### config.mk
export PLATFORM = sky130hd
export DESIGN_NAME = rv_mem_arbiter
export DESIGN_NICKNAME = d
export VERILOG_FILES = /design/src/rtl/rv_mem_arbiter.sv
export SDC_FILE = /design/constraint.sdc
export NUM_CORES = 1
export LEC_CHECK = 0
export CELL_PAD_IN_SITES_DETAIL_PLACEMENT = 1
export CELL_PAD_IN_SITES_GLOBAL_PLACEMENT = 1
export CORE_MARGIN = 10
export CORE_UTILIZATION = 26
export CTS_CLUSTER_DIAMETER = 100
export CTS_CLUSTER_SIZE = 8
export DETAILED_ROUTE_END_ITERATION = 10
export GPL_TIMING_DRIVEN = 0
export PLACE_DENSITY = 0.95
export SYNTH_ARGS = -nofsm -noshare
export SYNTH_HDL_FRONTEND = slang
export SYNTH_SLANG_ARGS = --single-unit
### constraint.sdc
create_clock -name clk -period 3.52 [get_ports clk]
set_input_delay 0.704 -clock clk [delete_from_list [all_inputs] [get_ports clk]]
set_output_delay 0.704 -clock clk [all_outputs]
set_load 0.02 [all_outputs]
### src/rtl/rv_mem_arbiter.sv
// Arbitrates the fetch and data stages onto one shared memory port.
// At most one transaction is in flight; branch redirects can cancel a fetch.
module rv_mem_arbiter (
    input  logic        clk,
    input  logic        rst_n,
    input  logic        if_req_i,
    input  logic [31:0] if_addr_i,
    output logic [31:0] if_rdata_o,
    output logic        if_valid_o,
    input  logic        dm_req_i,
    input  logic        dm_we_i,
    input  logic [3:0]  dm_be_i,
    input  logic [31:0] dm_addr_i,
    input  logic [31:0] dm_wdata_i,
    output logic [31:0] dm_rdata_o,
    output logic        dm_valid_o,
    input  logic        br_taken_i,
    output logic        mem_req_o,
    output logic        mem_we_o,
    output logic [3:0]  mem_be_o,
    output logic [31:0] mem_addr_o,
    output logic [31:0] mem_wdata_o,
    input  logic        mem_gnt_i,
    input  logic        mem_rvalid_i,
    input  logic [31:0] mem_rdata_i,
    output logic        stall_if_o,
    output logic        stall_mem_o
);

    typedef enum logic [2:0] {
        StIdle,
        StReqI,
        StReqD,
        StWaitI,
        StWaitD,
        StDropI
    } state_e;

    localparam logic GntFetch = 1'b0;
    localparam logic GntData  = 1'b1;

    state_e      state_q, state_d;
    logic        last_gnt_q, last_gnt_d;
    logic        cmd_we_q, cmd_we_d;
    logic [3:0]  cmd_be_q, cmd_be_d;
    logic [31:0] cmd_addr_q, cmd_addr_d;
    logic [31:0] cmd_wdata_q, cmd_wdata_d;
    logic        grant_fetch, grant_data;

    always_comb begin
        state_d     = state_q;
        last_gnt_d  = last_gnt_q;
        cmd_we_d    = cmd_we_q;
        cmd_be_d    = cmd_be_q;
        cmd_addr_d  = cmd_addr_q;
        cmd_wdata_d = cmd_wdata_q;
        if_valid_o  = 1'b0;
        dm_valid_o  = 1'b0;
        grant_fetch = 1'b0;
        grant_data  = 1'b0;

        case (state_q)
            StIdle: begin
                // On a tie fetch wins only if data went last and no redirect is pending.
                if (if_req_i && dm_req_i) begin
                    if (last_gnt_q == GntData && !br_taken_i) grant_fetch = 1'b1;
                    else                                      grant_data  = 1'b1;
                end else if (dm_req_i) begin
                    grant_data = 1'b1;
                end else if (if_req_i && !br_taken_i) begin
                    grant_fetch = 1'b1;
                end
            end
            StReqI: begin
                if (br_taken_i) state_d = mem_gnt_i ? StDropI : StIdle;
                else if (mem_gnt_i) state_d = StWaitI;
            end
            StReqD: begin
                if (mem_gnt_i) state_d = StWaitD;
            end
            StWaitI: begin
                if (mem_rvalid_i) begin
                    if_valid_o = ~br_taken_i;
                    state_d    = StIdle;
                end else if (br_taken_i) begin
                    state_d = StDropI;
                end
            end
            StWaitD: begin
                if (mem_rvalid_i) begin
                    dm_valid_o = 1'b1;
                    state_d    = StIdle;
                end
            end
            StDropI: begin
                if (mem_rvalid_i) state_d = StIdle;
            end
            default: state_d = StIdle;
        endcase

        if (grant_data) begin
            state_d     = StReqD;
            last_gnt_d  = GntData;
            cmd_we_d    = dm_we_i;
            cmd_be_d    = dm_be_i;
            cmd_addr_d  = dm_addr_i;
            cmd_wdata_d = dm_wdata_i;
        end else if (grant_fetch) begin
            state_d     = StReqI;
            last_gnt_d  = GntFetch;
            cmd_we_d    = 1'b0;
            cmd_be_d    = 4'hF;
            cmd_addr_d  = if_addr_i;
            cmd_wdata_d = 32'h0;
        end
    end

    always_ff @(posedge clk or negedge rst_n) begin
        if (!rst_n) begin
            state_q     <= StIdle;
            last_gnt_q  <= GntData;
            cmd_we_q    <= 1'b0;
            cmd_be_q    <= 4'h0;
            cmd_addr_q  <= 32'h0;
            cmd_wdata_q <= 32'h0;
        end else begin
            state_q     <= state_d;
            last_gnt_q  <= last_gnt_d;
            cmd_we_q    <= cmd_we_d;
            cmd_be_q    <= cmd_be_d;
            cmd_addr_q  <= cmd_addr_d;
            cmd_wdata_q <= cmd_wdata_d;
        end
    end

    // Request comes purely from state so no *_req input reaches mem_req combinationally.
    assign mem_req_o   = (state_q == StReqI) || (state_q == StReqD);
    assign mem_we_o    = cmd_we_q;
    assign mem_be_o    = cmd_be_q;
    assign mem_addr_o  = cmd_addr_q;
    assign mem_wdata_o = cmd_wdata_q;

    assign if_rdata_o  = if_valid_o ? mem_rdata_i : 32'h0;
    assign dm_rdata_o  = dm_valid_o ? mem_rdata_i : 32'h0;
    assign stall_if_o  = if_req_i & ~if_valid_o;
    assign stall_mem_o = dm_req_i & ~dm_valid_o;

endmodule
==> flow_metrics.env, run 1 <==
export IMPL_status="finished clean"
export IMPL_cts_hold_buffers_added=0
export IMPL_yosysTopAreaCellShare_pct=48.1
export IMPL_cts_sinks=73
export IMPL_synth_area_mm2=0.00374
export IMPL_syn_nets=511
export IMPL_min_path_type="reg -> reg"
export IMPL_synth_cell_type_count=36
export IMPL_min_to="last_gnt_q$_DFFE_PN1P_"
export IMPL_vias=4045
export IMPL_worstPathArrival_ns=2.65
export IMPL_critPathKind="in -> out"
export IMPL_syn_avg_cell_area_um2=10.1
export IMPL_synth_edff_count=0
export IMPL_grt_setup_unrepaired="false"
export IMPL_drv_cap=0
export IMPL_yosysSeqAreaShare_pct=48.8
export IMPL_hold_start="last_gnt_q$_DFFE_PN1P_"
export IMPL_utilization_pct=50.8
export IMPL_clock_skew_ns=0.0113
export IMPL_die_area_mm2=0.0196
export IMPL_synth_area_leaders="dfrtp_1, and2_1, a21oi_2"
export IMPL_numCtsBuffers=9
export IMPL_pin_count=278
export IMPL_ant_nets=0
export IMPL_irDropWorstVdd_uv=275
export IMPL_dieHeight_um=140
export IMPL_hpwlAfterDp_um=15200
export IMPL_drcViolationCount=0
export IMPL_via_per_inst=4.76
export IMPL_min_delay_path_depth=2
export IMPL_nets=803
export IMPL_ys_ff_latch=73
export IMPL_coreArea_mm2=0.0140
export IMPL_hold_slack_ns=0.481
export IMPL_p_per_area_mw_per_mm2=844
export IMPL_grt_overflow_total=0
export IMPL_worst_endpoint_required_ns=2.82
export IMPL_setup_viol=0
export IMPL_clockRootBuffer="clkbuf_16"
export IMPL_critPathLaunchType="input port"
export IMPL_fmax_mhz=298
export IMPL_end_kind="primary output"
export IMPL_period_needed_ns=3.36
export IMPL_synth_largest_area_cell="dfrtp_1"
export IMPL_routed_wl_um=18900
export IMPL_setup_ws_ns=0.161
export IMPL_antenna_found_initial=1
export IMPL_hold_viol=0
export IMPL_rows=43
export IMPL_period_share_pct=95.4
export IMPL_port_buffer_count=277
export IMPL_clock_path_buffers=2
export IMPL_grt_first_pass_wirelength_um=28900
export IMPL_die_w_um=140
export IMPL_syn_to_final_growth_pct=89.6
export IMPL_cts_max_level=3
export IMPL_r2r_end="mem_addr_o[25]$_DFFE_PN0P_"
export IMPL_pre_cts_slack_ns=-0.224
export IMPL_drive_gt1_share_pct=14.2
export IMPL_grt_max_degree=74
export IMPL_wire_per_inst_um=22.2
export IMPL_r2r_slack_ns=1.77
export IMPL_reg2regPathDepth=7
export IMPL_clkTransAtPathRegs_ns=0.06
export IMPL_track_usage_pct=18.6
export IMPL_cp_max_fo=8
export IMPL_initial_core_util_pct=26.8
export IMPL_grt_pass1_vias=4766
export IMPL_r2r_start="state_q[0]$_DFFE_PN0P_"
export IMPL_relSlewSlack_pct=35.9
export IMPL_tightest_slew_ns=0.961
export IMPL_p_leak_nw=3.13
export IMPL_slew_violations=0
export IMPL_synthFlopType="dfrtp_1"
export IMPL_synthCells=371
export IMPL_cts_tree="yes"
export IMPL_drtIter0Drc=140
export IMPL_gp_congestion=0.880
export IMPL_clkLatencyLatePin_ns=0.33
export IMPL_synthArstFlopShare_pct=100
export IMPL_yosysWarnings=0
export IMPL_drt_first_pass_iters=7
-- routing by layer --
layer  wire length (µm)  up-vias  global-route usage, %
li1                   -     1854                      -
met1               6930     1950                   18.7
met2               9330      219                   32.4
met3               2290       22                   10.2
met4                324        0                   5.22
met5                  0        -                      0
-- stage by stage --
stage / cells / cell area [µm²] / TNS, ns / total power, W
detailed placement: 828 / 6740 / -9.17 / 0.00495
global placement: 828 / 6740 / -54.30 / 0.00479
finish: 849 / 7100 / 0 / 0.00599
global route: 849 / 7100 / 0 / 0.00636
floorplan: 371 / 3740 / 0 / 0.00333
CTS: 848 / 7090 / 0 / 0.00607
-- synth_stat cells, types with 2 or more instances --
cell type,count
buf_6,2
o22a_1,4
and2_1,64
buf_2,13
a21oi_1,26
a21oi_2,40
nor2_1,34
a22o_1,34
nand3b_1,2
buf_12,2
dfrtp_1,72
buf_4,7
nor2b_1,4
mux2_1,2
clkbuf_1,7
nand2_1,38
-- cells by family (layout without fill, tap and decap cells) --
logic type | after synthesis | after routing | share of synthesized area (%)
buffers and inverters | 32 | 329 | 5.61
other | 0 | 1 | 0
flip-flops | 73 | 73 | 48.8
AO/OA/AOI/OAI | 112 | 112 | 23.5
multiplexers | 2 | 2 | 0.601
XOR/XNOR | 1 | 1 | 0.234
AND/OR/NAND/NOR | 151 | 151 | 21.2
-- layout make-up --
| type | instances | area (µm²) |
|---|---|---|
| well taps | 180 | 225 |
| plain buffers | 31 | 213 |
| multi-input cells | 266 | 1710 |
| flip-flops and latches | 73 | 1830 |
| fillers | 1533 | 6890 |
| diodes | 1 | 2.50 |
| repair buffers | 281 | 2770 |
| clock inverters | 6 | 115 |
| clock buffers | 10 | 229 |
| inverters | 1 | 3.75 |
-- state kept, by name (all words and copies together), names as in the netlist --
signal	cells
state_q	3
mem_addr_o	32
mem_we_o	1
last_gnt_q	1
mem_be_o	4
mem_wdata_o	32
-- where the power goes --
part	switching (W)	internal (W)
clock network	0.000380	0.000697
logic	0.00183	0.00156
registers	0.000261	0.00127
-- worst max-delay path by stage --
| stage | start | end | slack (ns) | depth (start not counted) |
|---|---|---|---|---|
| 2_1_floorplan | mem_rvalid_i | dm_rdata_o[22] | 1.17 | 4 |
| 3_3_place_gp | rst_n | state_q[0]$_DFFE_PN0P_ | -0.69 | 1 |
| 3_5_place_dp | mem_rvalid_i | dm_rdata_o[29] | -0.22 | 6 |
| 4_1_cts | mem_rvalid_i | dm_rdata_o[17] | 0.005 | 6 |
| 5_1_grt | br_taken_i | if_rdata_o[0] | 0.04 | 6 |
| 6_report | br_taken_i | if_rdata_o[0] | 0.16 | 6 |
-- placed cells by master (no fill, tap or decap), drive strengths merged, types with 2 or more instances in the layout --
cell,n
o21ai,2
nor3,3
nor2,34
o22a,4
nand3b,2
a22o,34
clkbuf,17
buf,29
mux2,2
clkdlybuf4s50,243
nor2b,4
and2,64
inv,2
bufinv,3
a21oi,66
dlygate4sd2,30
dfrtp,72
dlymetal6s2s,3
nand2,38
-- worst max-delay path, cell delays in order --
cell,delay (ns)
clkdlybuf4s50_1,0.58
nor4_4,0.32
buf_4,0.19
buf_4,0.13
and2_1,0.12
clkdlybuf4s50_1,0.61
-- repair_timing --
| item | 4_1_cts | 5_1_grt |
|---|---|---|
| gates resized for setup | 36 | 3 |
| pin swaps | 2 | 0 |
| gates cloned | 0 | 0 |
| endpoints found under the setup margin | 59 | 36 |
| buffers inserted | 4 | 0 |
Power figures use the tool's default switching activity.
==> inputs of run 2 (changes only) <==
--- a/config.mk
+++ b/config.mk
@@ -7,12 +7,11 @@
 export LEC_CHECK = 0
 export CELL_PAD_IN_SITES_DETAIL_PLACEMENT = 1
 export CELL_PAD_IN_SITES_GLOBAL_PLACEMENT = 1
-export CORE_MARGIN = 10
+export CORE_MARGIN = 3
 export CORE_UTILIZATION = 26
 export CTS_CLUSTER_DIAMETER = 100
 export CTS_CLUSTER_SIZE = 8
 export DETAILED_ROUTE_END_ITERATION = 10
-export GPL_TIMING_DRIVEN = 0
 export PLACE_DENSITY = 0.95
 export SYNTH_ARGS = -nofsm -noshare
 export SYNTH_HDL_FRONTEND = slang
==> run 2 against run 1 <==
Effect of this change: die area decreased by 19%; via count decreased by 2.7%; sequential cell count unchanged; clock power decreased by 23%; first-iteration DRC count increased by 13%; sequential power increased by 3%; routed wire length decreased by 14%; clock skew decreased by 0.0060 ns; sequential share of layout area increased by 0.63 points; critical path depth unchanged; core utilization decreased by 1.2 points; largest power group unchanged.
==> flow_metrics.env, run 2 (synthesis gave the netlist of run 1 again) <==
export IMPL_clkLatencyLatePin_ns=0.33
export IMPL_clkTransAtPathRegs_ns=0.06
export IMPL_tns_ns=0
export IMPL_worstPathArrival_ns=2.69
export IMPL_place_inst=806
export IMPL_vias=3936
export IMPL_clockRootBuffer="clkbuf_16"
export IMPL_crit_chain="clkdlybuf4s50_1, nand2_1, nor4_4, buf_12, and2_1, clkdlybuf4s50_1"
export IMPL_tightest_slew_ns=0.912
export IMPL_hpwlAfterDp_um=12700
export IMPL_crit_end="if_rdata_o[24]"
export IMPL_drv_cap=0
export IMPL_cp_max_fo=34
export IMPL_grt_pass1_vias=4612
export IMPL_worst_endpoint_required_ns=2.82
export IMPL_status="finished clean"
export IMPL_final_cell_mix="clkdlybuf4s50_1, dfrtp_1, and2_1, a21oi_2, nand2_1"
export IMPL_initial_core_util_pct=26.8
export IMPL_track_usage_pct=20.2
export IMPL_critPathTopFamily="buffers and inverters"
export IMPL_slew_violations=0
export IMPL_setup_viol=0
export IMPL_die_w_um=126
export IMPL_wire_per_inst_um=19.7
export IMPL_fin_cells=823
export IMPL_cts_resized=0
export IMPL_die_area_mm2=0.0159
export IMPL_r2r_start="state_q[1]$_DFFE_PN0P_"
export IMPL_routed_wl_um=16200
export IMPL_cts_max_level=3
export IMPL_irDropWorstVdd_uv=310
export IMPL_critPathLaunchType="input port"
export IMPL_critPathLaunch="mem_rvalid_i"
export IMPL_rows=43
export IMPL_min_path_type="reg -> reg"
export IMPL_coreArea_mm2=0.0140
export IMPL_dieHeight_um=126
export IMPL_relSlewSlack_pct=39.2
export IMPL_reg2regPathDepth=5
export IMPL_fin_total_pwr_w=0.00559
export IMPL_via_per_inst=4.78
export IMPL_drive_gt1_share_pct=11.4
export IMPL_period_needed_ns=3.40
export IMPL_fillers=1528
export IMPL_end_kind="primary output"
export IMPL_cts_tree="yes"
export IMPL_grt_max_degree=74
export IMPL_cts_sinks=73
export IMPL_utilization_pct=49.5
export IMPL_drtIter0Drc=158
export IMPL_p_per_area_mw_per_mm2=807
export IMPL_drcViolationCount=0
export IMPL_routed_wl_met3_um=1470
export IMPL_fmax_mhz=294
export IMPL_r2r_slack_ns=1.43
export IMPL_crit_cells=6
export IMPL_gp_congestion=0.890
export IMPL_post_cts_buffers=0
export IMPL_pin_count=278
export IMPL_p_leak_nw=2.81
export IMPL_period_share_pct=96.5
export IMPL_hold_slack_ns=0.474
export IMPL_clock_path_buffers=2
export IMPL_crit_path_frequent_cell="clkdlybuf4s50_1"
export IMPL_critPathKind="in -> out"
export IMPL_nets=777
export IMPL_ant_nets=0
export IMPL_route_met2_wl_um=8210
export IMPL_drt_first_pass_iters=5
export IMPL_dr_max_layer_used="met4"
export IMPL_antenna_found_initial=2
export IMPL_hold_viol=0
export IMPL_grt_first_pass_wirelength_um=25200
export IMPL_port_buffer_count=277
export IMPL_slowest_delay_ns=0.63
export IMPL_m1WireLength_um=6090
export IMPL_final_common_cell="clkdlybuf4s50_1"
export IMPL_r2r_end="mem_addr_o[10]$_DFFE_PN0P_"
export IMPL_grt_setup_unrepaired="false"
export IMPL_syn_to_final_growth_pct=85.0
export IMPL_numCtsBuffers=9
export IMPL_worst_path_max_delay_cell="clkdlybuf4s50_1"
export IMPL_critPathBufInv=3
export IMPL_cts_hold_buffers_added=0
export IMPL_grt_overflow_total=0
export IMPL_clock_skew_ns=0.00526
[run 2: per-stage QoR]
| step | setup slack (ns) | instance area [µm²] |
|---|---|---|
| global placement | 0.212 | 6650 |
| global route | 0.0167 | 6930 |
| floorplan | 1.17 | 3740 |
| detailed placement | 0.124 | 6650 |
| CTS | 0.113 | 6920 |
| finish | 0.124 | 6930 |
[run 2: metal layers]
layer / vias to the layer above / global-route usage [%]
met5: - / 0
met4: 0 / 7.00
li1: 1797 / -
met2: 212 / 36.2
met3: 24 / 7.80
met1: 1903 / 21.7
[run 2: cell type report]
| type | instances | area (µm²) | share of cell area, % |
|---|---|---|---|
| multi-input cells | 266 | 1720 | 24.8 |
| clock buffers | 10 | 239 | 3.45 |
| repair buffers | 286 | 2880 | 41.5 |
| flip-flops and latches | 73 | 1830 | 26.4 |
| diodes | 2 | 5.00 | 0.0722 |
| clock inverters | 5 | 32.5 | 0.469 |
| inverters | 1 | 3.75 | 0.0542 |
| well taps | 180 | 225 | 3.25 |
[run 2: worst min path at each step]
stage	startpoint	endpoint	cells after the start
after global placement	last_gnt_q$_DFFE_PN1P_	last_gnt_q$_DFFE_PN1P_	2
final	last_gnt_q$_DFFE_PN1P_	last_gnt_q$_DFFE_PN1P_	2
after CTS	last_gnt_q$_DFFE_PN1P_	last_gnt_q$_DFFE_PN1P_	2
after detailed placement	last_gnt_q$_DFFE_PN1P_	last_gnt_q$_DFFE_PN1P_	2
after global routing	mem_wdata_o[14]$_DFFE_PN0P_	mem_wdata_o[14]$_DFFE_PN0P_	1
after floorplan	rst_n	mem_addr_o[0]$_DFFE_PN0P_	0
[run 2: power breakdown]
part | internal (W) | switching, W | leakage, nW
combinational | 0.00148 | 0.00171 | 1.80
clock | 0.000490 | 0.000341 | 0.138
sequential | 0.00127 | 0.000303 | 0.869
total | 0.00324 | 0.00235 | 2.81
[run 2: worst register-to-register path: stages (launching register included)]
cell and delay (ns):
dfrtp_1 0.55, nor3_4 0.36, nand3_2 0.47, buf_4 0.40
nand2_1 0.13, a21oi_2 0.06
